## src/rtl/tlv5618_spi_responder.sv

```systemverilog
// rtl/tlv5618_spi_responder.sv - TLV5618 3-wire serial DAC slave model oversampled on Clk
module tlv5618_spi_responder #(
  parameter int SYNC_STAGES = 2,
  parameter int DATA_WIDTH  = 12
) (
  input  logic                  Clk,
  input  logic                  reset_n,
  input  logic                  nCS,
  input  logic                  SCLK,
  input  logic                  DIN,
  output logic [DATA_WIDTH-1:0] DacAData,
  output logic [DATA_WIDTH-1:0] DacBData,
  output logic [DATA_WIDTH-1:0] BufferData,
  output logic                  Speed,
  output logic                  PowerDown,
  output logic                  FrameValid,
  output logic                  FrameError,
  output logic [7:0]            FrameCount
);

  localparam int FrameBits  = DATA_WIDTH + 4;
  localparam int CountMax   = DATA_WIDTH + 5;
  localparam int CountWidth = $clog2(CountMax + 1);

  typedef enum logic [1:0] {
    Idle,
    Shift,
    Decode
  } stateT;

  stateT                  state;
  logic [SYNC_STAGES-1:0] nCsSync;
  logic [SYNC_STAGES-1:0] sclkSync;
  logic [SYNC_STAGES-1:0] dinSync;
  logic                   nCsHist;
  logic                   sclkHist;
  logic                   dinHist;
  logic [FrameBits-1:0]   shiftReg;
  logic [CountWidth-1:0]  bitCount;

  always_ff @(posedge Clk or negedge reset_n) begin
    if (!reset_n) begin
      nCsSync  <= '1;
      sclkSync <= '1;
      dinSync  <= '0;
      nCsHist  <= 1'b1;
      sclkHist <= 1'b1;
      dinHist  <= 1'b0;
    end else begin
      nCsSync  <= {nCsSync[SYNC_STAGES-2:0], nCS};
      sclkSync <= {sclkSync[SYNC_STAGES-2:0], SCLK};
      dinSync  <= {dinSync[SYNC_STAGES-2:0], DIN};
      nCsHist  <= nCsSync[SYNC_STAGES-1];
      sclkHist <= sclkSync[SYNC_STAGES-1];
      dinHist  <= dinSync[SYNC_STAGES-1];
    end
  end

  // dinHist shares its sample instant with sclkHist, the last sample taken while SCLK was still high.
  logic nCsRise;
  logic nCsFall;
  logic sclkFall;
  assign nCsRise  = nCsSync[SYNC_STAGES-1] & ~nCsHist;
  assign nCsFall  = ~nCsSync[SYNC_STAGES-1] & nCsHist;
  assign sclkFall = ~sclkSync[SYNC_STAGES-1] & sclkHist;

  logic                  regR1;
  logic                  regR0;
  logic                  frameOk;
  logic [DATA_WIDTH-1:0] frameData;
  assign regR1     = shiftReg[FrameBits-1];
  assign regR0     = shiftReg[FrameBits-4];
  assign frameData = shiftReg[DATA_WIDTH-1:0];
  assign frameOk   = (bitCount == CountWidth'(FrameBits)) && !(regR1 && regR0);

  always_ff @(posedge Clk or negedge reset_n) begin
    if (!reset_n) begin
      state      <= Idle;
      shiftReg   <= '0;
      bitCount   <= '0;
      DacAData   <= '0;
      DacBData   <= '0;
      BufferData <= '0;
      Speed      <= 1'b0;
      PowerDown  <= 1'b0;
      FrameValid <= 1'b0;
      FrameError <= 1'b0;
      FrameCount <= '0;
    end else begin
      FrameValid <= 1'b0;
      FrameError <= 1'b0;
      case (state)
        Idle: begin
          if (nCsFall) begin
            state    <= Shift;
            shiftReg <= '0;
            bitCount <= '0;
          end
        end
        Shift: begin
          // A falling SCLK coincident with the closing nCS edge still belongs to this frame.
          if (sclkFall) begin
            shiftReg <= {shiftReg[FrameBits-2:0], dinHist};
            if (bitCount != CountWidth'(CountMax)) bitCount <= bitCount + 1'b1;
          end
          if (nCsRise) state <= Decode;
        end
        Decode: begin
          state <= Idle;
          if (frameOk) begin
            case ({regR1, regR0})
              2'b00: begin
                DacBData   <= frameData;
                BufferData <= frameData;
              end
              2'b01: BufferData <= frameData;
              default: begin
                DacAData <= frameData;
                DacBData <= BufferData;
              end
            endcase
            Speed      <= shiftReg[FrameBits-2];
            PowerDown  <= shiftReg[FrameBits-3];
            FrameValid <= 1'b1;
            FrameCount <= FrameCount + 8'd1;
          end else begin
            FrameError <= 1'b1;
          end
        end
        default: state <= Idle;
      endcase
    end
  end

endmodule

```

## config.mk

```make
export PLATFORM = sky130hd
export DESIGN_NAME = tlv5618_spi_responder
export DESIGN_NICKNAME = d
export VERILOG_FILES = /design/src/rtl/tlv5618_spi_responder.sv
export SDC_FILE = /design/constraint.sdc
export NUM_CORES = 1
export LEC_CHECK = 0
export BUFFER_PORTS_ARGS = -buffer_cell sky130_fd_sc_hd__buf_2
export CORE_MARGIN = 8
export CORE_UTILIZATION = 51
export DETAILED_ROUTE_END_ITERATION = 10
export GPL_TIMING_DRIVEN = 0
export PLACE_DENSITY = 0.77
export RECOVER_POWER = 25
export SLEW_MARGIN = 20
export SYNTH_ARGS = -nofsm -noshare
export SYNTH_HDL_FRONTEND = slang
export SYNTH_SLANG_ARGS = --single-unit
```

## constraint.sdc

```tcl
create_clock -name Clk -period 2.5 [get_ports Clk]
set_clock_uncertainty 0.05 [all_clocks]
set_input_delay 0.125 -clock Clk [delete_from_list [all_inputs] [get_ports Clk]]
set_output_delay 0.125 -clock Clk [all_outputs]
set_load 0.03 [all_outputs]
```

==> results.ini, run 1 <==
[logic_synthesis]
synth_most_common_cell = dfrtp_1
syn_nets = 268
synth_top_area_share_pct = 57.2
synth_common_cells = dfrtp_1 (74), nand2_1 (34), nor2_1 (21)
synth_top_area_cell = dfrtp_1
synth_flop_cell = dfrtp_1
synth-seq-cells = 80
yosysSeqAreaShare_pct = 62.0
synth_edf_count = 0
synth_cell_types = 33
ys_warn_count = 0
netlist_area_mm2 = 0.00324
syn_area_per_cell_um2 = 12.5
netlist_instances = 259
async_reset_ff_share_pct = 100
synth.area.top_cells = dfrtp_1 (57%), mux2_2 (5.9%), dfstp_2 (4.9%)

[detailed_routing]
drt.antenna.violating_nets = 0
m1WireLength_um = 2950
met3RoutedLength_um = 299
drt_iter0_drc = 116
drcViolationCount = 0
vias = 2145
wl_per_cell_um = 15.7
drtPass1Iterations = 5
totalWireLength_um = 6410
viasPerCell = 5.26
routed-wl-met2_um = 3020
highest_layer = met4

[floorplan]
die_y_um = 95.7
coreArea_mm2 = 0.00624
ioPinCount = 53
dieArea_mm2 = 0.00916
fp.dieW_um = 95.7
rows = 29
start_util_pct = 51.9

[grt]
grt-ovfl-total = 0
grt_pass1_vias = 2200
gr-usage-all-layers_pct = 15.4
grt_pass1_wl_um = 10800
antenna_found_initial = 0
grt_max_degree = 59

[timing]
holdWs_ps = 300
finalCritPeriodShare_pct = 84.8
tns_ps = 0
rsz0062_at_grt = false
slew_headroom_pct = 13.0
hold_viol = 0
slew_violations = 0
setup_viol = 0
worst_pin_slew_ps = 1310
period_minus_slack_ps = 2120
max_freq_mhz = 472

[worst_hold_path]
hold_class = flip-flop to flip-flop
hold_path_end = dinSync[1]$_DFF_PN0_
min_path_cells = 0
hold_start = dinSync[0]$_DFF_PN0_

[setup_path]
worst_path_max_delay_cell = clkbuf_1
startpoint_type = flip-flop
r2r_start = bitCount[0]$_DFFE_PN0P_
arrival_ps = 2260
crit_chain = inv_1 > ha_1 > nand4bb_4 > nor3_4 > clkbuf_1 > a21oi_1
cpPeakStageDelay_ps = 530
path_class = flip-flop to flip-flop
path_buf_inv = 2
worst-path-max-fanout = 10
cp.required_ps = 2640
endpoint_kind = flip-flop
reg2reg_depth = 6
path_delay_family = buffers and inverters
r2r_setup_slack_ps = 380
r2r-end = DacBData[0]$_DFFE_PN0P_

[power_and_ir_drop]
ir_drop_v = 0.000446
powerDensity_mw_per_mm2 = 671
power.internal_mw = 1.97
netSwitchingFraction_pct = 24.2
power.share.clock_pct = 39.4
leakage_nw = 1.95
p_sw_mw = 0.631
pwr-share-seq_pct = 53.3
power_mw = 2.60
pwr-share-comb_pct = 7.3

[cts]
clk_latency_ps = 340
clock_sinks = 80
clockBufferDepth = 2
cts.repair.resized = 0
cts_buffers = 9
h-tree-depth = 3
clk_pin_slew_ps = 80
cts_root_buffer = clkbuf_8
cts_tree = done
cts_setup_buffers = 0

[finish]
area_growth_pct = 19.8
drive_above_1_share_pct = 32.3
num_antenna_cells = 0
final_nets = 336
fillers = 500

[run]
drv_cap = 0

[placement]
port_buffers = 52
place_hpwl_um = 4430
place_congestion = 0.726

[status]
run_status = completed

==> registers in the layout, summed over array words and instances, names as in the netlist, 2 cells and up <==
register,count
shiftReg,16
BufferData,12
DacAData,12
DacBData,12
FrameCount,8
bitCount,5
dinSync,2
nCsSync,2
sclkSync,2
state,2
==> logic make-up (layout without fill, tap and decap cells) <==
family / count (synthesis) / count (layout) / synth area share, %
AOI/OAI and AO/OA: 36 / 36 / 5.83
xor gates and xnor gates: 9 / 9 / 2.43
buffers and inverters: 15 / 87 / 2.24
adders and majority gates: 4 / 4 / 1.55
DFF: 80 / 80 / 62.0
muxes: 39 / 39 / 14.3
and+or+nand+nor: 76 / 76 / 11.7
==> metal layers <==
metal  track usage [%]  vias up
li1                  -     1022
met1              20.5     1062
met2              23.4       52
met3              2.65        9
met4              8.58        0
met5                 0        -
==> timing repair <==
action / in CTS / in global routing
setup endpoints to repair: 0 / 0
hold endpoints to repair: 77 / 0
hold buffers: 4 / 0
==> worst max-delay path by stage <==
stage / startpoint / cells after the start / slack, ps / to
2_1_floorplan: bitCount[0]$_DFFE_PN0P_ / 6 / 650 / BufferData[10]$_DFFE_PN0P_
6_report: bitCount[0]$_DFFE_PN0P_ / 6 / 380 / DacBData[0]$_DFFE_PN0P_
5_1_grt: bitCount[0]$_DFFE_PN0P_ / 7 / 180 / DacBData[9]$_DFFE_PN0P_
3_3_place_gp: bitCount[0]$_DFFE_PN0P_ / 6 / 430 / PowerDown$_DFFE_PN0P_
4_1_cts: bitCount[0]$_DFFE_PN0P_ / 6 / 370 / DacBData[0]$_DFFE_PN0P_
3_5_place_dp: bitCount[0]$_DFFE_PN0P_ / 6 / 390 / BufferData[7]$_DFFE_PN0P_
==> layout by cell type, fill, tap and decap left out, types with 3 or more instances in the layout <==
master	instances
dlygate4sd3_1	4
nand2b_1	3
nand2_1	34
nand4_1	6
xnor2_1	6
clkbuf_8	9
mux2i_1	12
dfrtp_1	74
clkbuf_1	7
nor2_1	21
mux2_2	17
ha_1	4
xor2_1	3
dfstp_2	4
o21ai_0	18
buf_2	55
clkinv_4	4
mux2_4	10
a21oi_1	15
==> area by class of cell <==
type / count / area (um2) / area share [%]
Timing Repair Buffer: 57 / 327 / 8.41
Inverter: 2 / 7.51 / 0.193
Buffer: 13 / 65.1 / 1.68
Clock inverter: 6 / 95.1 / 2.45
Sequential cell: 80 / 2010 / 51.8
Multi-Input combinational cell: 164 / 1160 / 29.8
Tap cell: 77 / 96.3 / 2.48
Clock buffer: 9 / 124 / 3.19
==> power groups by stage <==
stage	clock network (mW)	registers, mW	logic (mW)
final	1.03	1.39	0.190
after global routing	1.11	1.40	0.222
after CTS	1.05	1.39	0.193
after detailed placement	0	1.41	0.186
after global placement	0	1.41	0.174
after floorplan	0	1.40	0.121
==> metrics by stage <==
| step | area (um2) | util [%] | cells | worst slack (ps) |
|---|---|---|---|---|
| after CTS | 3880 | 62.2 | 408 | 374 |
| after global placement | 3600 | 57.6 | 388 | 429 |
| after global routing | 3880 | 62.2 | 408 | 182 |
| final | 3880 | 62.2 | 408 | 381 |
| after floorplan | 3240 | - | 259 | 648 |
| after detailed placement | 3630 | 58.1 | 389 | 391 |
Note: power is estimated with default switching activity, not from simulation.
==> run 2: changes to the inputs <==
- clock period: 2.5 -> 2.1 ns (I/O delays scaled with it)
==> run 2 against run 1 <==
Effect of this change:
- critical path depth unchanged
- flip-flop and latch count unchanged
- via count up 0.14%
- maximum frequency up 7.1%
- combinational power up 19%
- setup slack worse by 260 ps
==> results.ini, run 2 (synthesis results as in run 1) <==
[worst_hold_path]
hold_class = flip-flop to flip-flop

[setup_path]
worst-path-max-fanout = 10
path_class = flip-flop to flip-flop
endpoint_kind = flip-flop
startpoint_type = flip-flop
cp.required_ps = 2270
arrival_ps = 2150
crit_chain = inv_1 > ha_1 > nand4bb_4 > a211oi_2 > buf_2 > mux2_2
cpPeakStageDelay_ps = 430
worst_path_max_delay_cell = dfrtp_1

[floorplan]
die_y_um = 95.7
fp.dieW_um = 95.7
start_util_pct = 51.9
coreArea_mm2 = 0.00624
rows = 29
ioPinCount = 53
dieArea_mm2 = 0.00916

[detailed_routing]
drtPass1Iterations = 4
drt_iter0_drc = 107
totalWireLength_um = 6440
drcViolationCount = 0
viasPerCell = 5.24
vias = 2148
wl_per_cell_um = 15.7
drt.antenna.violating_nets = 0

[grt]
grt_pass1_wl_um = 10800
grt_max_degree = 59
antenna_found_initial = 0
gr-usage-all-layers_pct = 15.4
grt-ovfl-total = 0
grt_pass1_vias = 2200

[timing]
period_minus_slack_ps = 1980
holdWs_ps = 299
slew_violations = 0
finalCritPeriodShare_pct = 94.2
hold_viol = 0
setup_viol = 0
slew_headroom_pct = 13.1
max_freq_mhz = 505
worst_pin_slew_ps = 1300
rsz0062_at_grt = false

[cts]
clockBufferDepth = 2
cts_buffers = 9
clk_pin_slew_ps = 90
clk_latency_ps = 340
cts_root_buffer = clkbuf_8
clock_sinks = 80
cts_tree = done
h-tree-depth = 3

[finish]
drive_above_1_share_pct = 34.2
area_growth_pct = 20.9
top_register = shiftReg
num_antenna_cells = 0
most-common-layout-cells = dfrtp_1 (74), buf_2 (55), nand2_1 (34)
largest_register_ffs = 16
final_nets = 338
postLayoutCellArea_mm2 = 0.00392
fin_cells = 410
mostFrequentLayoutCell = dfrtp_1

[run]
drv_cap = 0

[placement]
placedCellCount = 389
port_buffers = 52
place_hpwl_um = 4430
place_congestion = 0.726
place_area_mm2 = 0.00363

[power_and_ir_drop]
leakage_nw = 1.97
ir_drop_v = 0.000531
power_mw = 3.11
powerDensity_mw_per_mm2 = 794

[status]
run_status = completed

[run 2: cell types whose count changed in the layout (fill, tap and decap cells not counted)]
cell	before	now
nor4b_1	1	0
a211oi_1	1	0
buf_4	1	3
nor3_1	1	0
a211oi_2	0	1
nor4b_2	0	1
clkbuf_1	7	5
nor3_2	0	1
clkbuf_2	0	2
[run 2: critical path: cells and delay by family, from the launching register on]
kind                       cells  cell delay [ps]
adders and majority gates      1              210
and+or+nand+nor                1              170
DFF                            1              430
buffers and inverters          2              370
AOI/OAI and AO/OA              1              290
muxes                          1              350
[run 2: per-layer routing]
layer / global-route usage (%) / up-vias / routed length, um
met1: 20.5 / 1066 / 2950
met5: 0 / - / 0
met2: 23.4 / 50 / 3060
met4: 8.58 / 0 / 131
met3: 2.65 / 9 / 300
li1: - / 1023 / -
[run 2: final timing paths]
check | endpoint | start | slack, ps | depth (start not counted)
min in group asynchronous | DacAData[3]$_DFFE_PN0P_ | reset_n | 520 | 2
max in group asynchronous | sclkHist$_DFF_PN1_ | reset_n | 530 | 3
hold / removal | dinHist$_DFF_PN0_ | dinSync[1]$_DFF_PN0_ | 300 | 0
setup reg to reg | Speed$_DFFE_PN0P_ | bitCount[0]$_DFFE_PN0P_ | 120 | 6
setup / recovery | Speed$_DFFE_PN0P_ | bitCount[0]$_DFFE_PN0P_ | 120 | 6
hold reg to reg | dinHist$_DFF_PN0_ | dinSync[1]$_DFF_PN0_ | 300 | 0
[run 2: report_power, final]
group	internal, mW	leakage [nW]	switching (mW)
Combinational	0.0855	0.778	0.141
Clock	0.671	0.109	0.558
Sequential	1.59	1.08	0.0601
[run 2: cell type report]
class | instances | area [um2]
fill | 498 | 2330
timing repair buffer | 59 | 342
tap | 77 | 96.3
sequential | 80 | 2010
multi-input combinational | 164 | 1170
clock inverter | 6 | 95.1
buffer | 13 | 67.6
clock buffer | 9 | 124
inverter | 2 | 7.51
[run 2: repair_timing]
item                                    CTS  global route
endpoints found under the hold margin    77             0
gates resized for setup                   1             5
pin swaps                                 0             1
endpoints found under the setup margin    6            54
hold buffers                              4             0
setup buffers                             0             2
[run 2: through the flow]
stage          utilization [%]  worst slack, ps  TNS [ps]
3_5_place_dp              58.1            -9.01     -16.2
4_1_cts                   62.3             7.94         0
3_3_place_gp              57.6             29.0         0
5_1_grt                   62.7             13.8         0
2_1_floorplan                -              248         0
6_report                  62.7              121         0
==> run 3: changes to the inputs <==
- CORE_ASPECT_RATIO: unset -> 2
==> run 3 against run 2 <==
Effect of this change:
- setup slack better by 36 ps
- global-route usage up 1.0 points
- sequential share of layout area down 1.5 points
- highest routed layer unchanged
- first-iteration DRC count up 36%
- combinational power up 3%
- largest power group unchanged
- utilization up 2.3 points
- largest cell class unchanged
- total power up 14%
==> results.ini, run 3 (synthesis results as in run 1) <==
[grt]
grt_max_degree = 42
grt_pass1_vias = 2478
gr-usage-all-layers_pct = 16.4
grt-ovfl-total = 0
antenna_found_initial = 0
grt_pass1_wl_um = 11900

[power_and_ir_drop]
powerDensity_mw_per_mm2 = 876
leakage_nw = 2.01
ir_drop_v = 0.000595
power_mw = 3.54

[placement]
port_buffers = 52
dpl_worst_slack_ps = 7.03
place_congestion = 0.790
place_hpwl_um = 4680

[detailed_routing]
drt_iter0_drc = 145
drtPass1Iterations = 4
totalWireLength_um = 7100
drcViolationCount = 0
wl_per_cell_um = 16.9
vias = 2275
drt.antenna.violating_nets = 0
viasPerCell = 5.40

[timing]
worst_pin_slew_ps = 983
slew_headroom_pct = 34.4
finalCritPeriodShare_pct = 92.5
slew_violations = 0
hold_viol = 0
rsz0062_at_grt = false
setup_viol = 0
layout_setup_ws_ps = 157
period_minus_slack_ps = 1940
tns_ps = 0
max_freq_mhz = 515

[worst_hold_path]
min_path_cells = 0
hold_start = dinSync[0]$_DFF_PN0_
hold_path_end = dinSync[1]$_DFF_PN0_
hold_class = flip-flop to flip-flop

[finish]
drive_above_1_share_pct = 34.3
largest_register_ffs = 16
final_nets = 339
num_antenna_cells = 0
mostFrequentLayoutCell = dfrtp_1
most-common-layout-cells = dfrtp_1 (74), buf_2 (51), nand2_1 (34)
top_register = shiftReg
area_growth_pct = 24.6

[cts]
cts_root_buffer = clkbuf_16
cts_tree = done
cts_buffers = 9
clockBufferDepth = 2
clock_sinks = 80
clk_latency_ps = 330
h-tree-depth = 3
clk_pin_slew_ps = 50

[status]
run_status = completed

[setup_path]
path_class = flip-flop to flip-flop
r2r-end = PowerDown$_DFFE_PN0P_
r2r_start = bitCount[0]$_DFFE_PN0P_
endpoint_kind = flip-flop
r2r_setup_slack_ps = 160
arrival_ps = 2100
worst-path-max-fanout = 10
reg2reg_depth = 6
startpoint_type = flip-flop
cp.required_ps = 2260

[floorplan]
dieArea_mm2 = 0.00931
coreArea_mm2 = 0.00621
fp.dieW_um = 72.4
start_util_pct = 52.2
ioPinCount = 53
rows = 41
die_y_um = 129

[run]
drv_cap = 0

run 3: changes by cell type in the layout (fill, tap and decap cells not counted), moves of 2 or more:
cell	change
clkbuf_16	+9
clkinv_2	+3
buf_2	-4
clkbuf_8	-8
clkinv_4	-4
clkbuf_1	+2
run 3: cell type report:
class	instances	area [um2]
flip-flops and latches	80	2010
plain buffers	13	70.1
inverters	2	7.51
repair buffers	60	339
well taps	86	108
multi-input cells	164	1180
fillers	471	2170
clock buffers	10	239
clock inverters	6	82.6
run 3: worst max-delay path: stages (launching register included):
cell and delay (ps):
dfrtp_1 420, inv_1 100, ha_1 210, nand4bb_4 190
a211oi_2 270, clkbuf_4 250, mux2_2 340
run 3: power breakdown:
part / leakage [nW] / switching (mW) / total (mW) / internal (mW)
Sequential: 1.08 / 0.0588 / 1.66 / 1.60
Combinational: 0.770 / 0.147 / 0.233 / 0.0855
Clock: 0.158 / 0.581 / 1.65 / 1.07
Total: 2.01 / 0.787 / 3.54 / 2.75
run 3: stage by stage:
step	util (%)	cells	cell area [um2]	hold slack (ps)
CTS	64.4	418	4000	252
floorplan	-	259	3240	-241
global route	65.0	421	4040	309
detailed placement	58.5	398	3630	61.9
finish	65.0	421	4040	298
global placement	58.1	397	3610	162
run 3: worst max-delay path by stage:
stage	start	endpoint	slack (ps)	cells past startpoint
final	bitCount[0]$_DFFE_PN0P_	PowerDown$_DFFE_PN0P_	160	6
after global routing	bitCount[0]$_DFFE_PN0P_	BufferData[11]$_DFFE_PN0P_	20	6
after CTS	bitCount[0]$_DFFE_PN0P_	DacBData[6]$_DFFE_PN0P_	4	7
after detailed placement	bitCount[0]$_DFFE_PN0P_	BufferData[9]$_DFFE_PN0P_	7	6
after global placement	bitCount[0]$_DFFE_PN0P_	BufferData[10]$_DFFE_PN0P_	30	6
after floorplan	bitCount[0]$_DFFE_PN0P_	BufferData[10]$_DFFE_PN0P_	250	6
run 3: what timing repair did:
item / in CTS / in global routing
hold endpoints to repair: 36 / 0
setup buffers: 0 / 3
endpoints found under the setup margin: 9 / 43
pin swaps: 0 / 1
hold buffers: 4 / 0
resized for setup: 1 / 8
run 3: metal layers:
metal	track usage, %	vias to the layer above	share of wire [%]
li1	-	1031	-
met2	27.5	85	52
met4	6.67	0	1.6
met3	4.60	14	6.3
met1	19.0	1145	40
met5	0	-	0
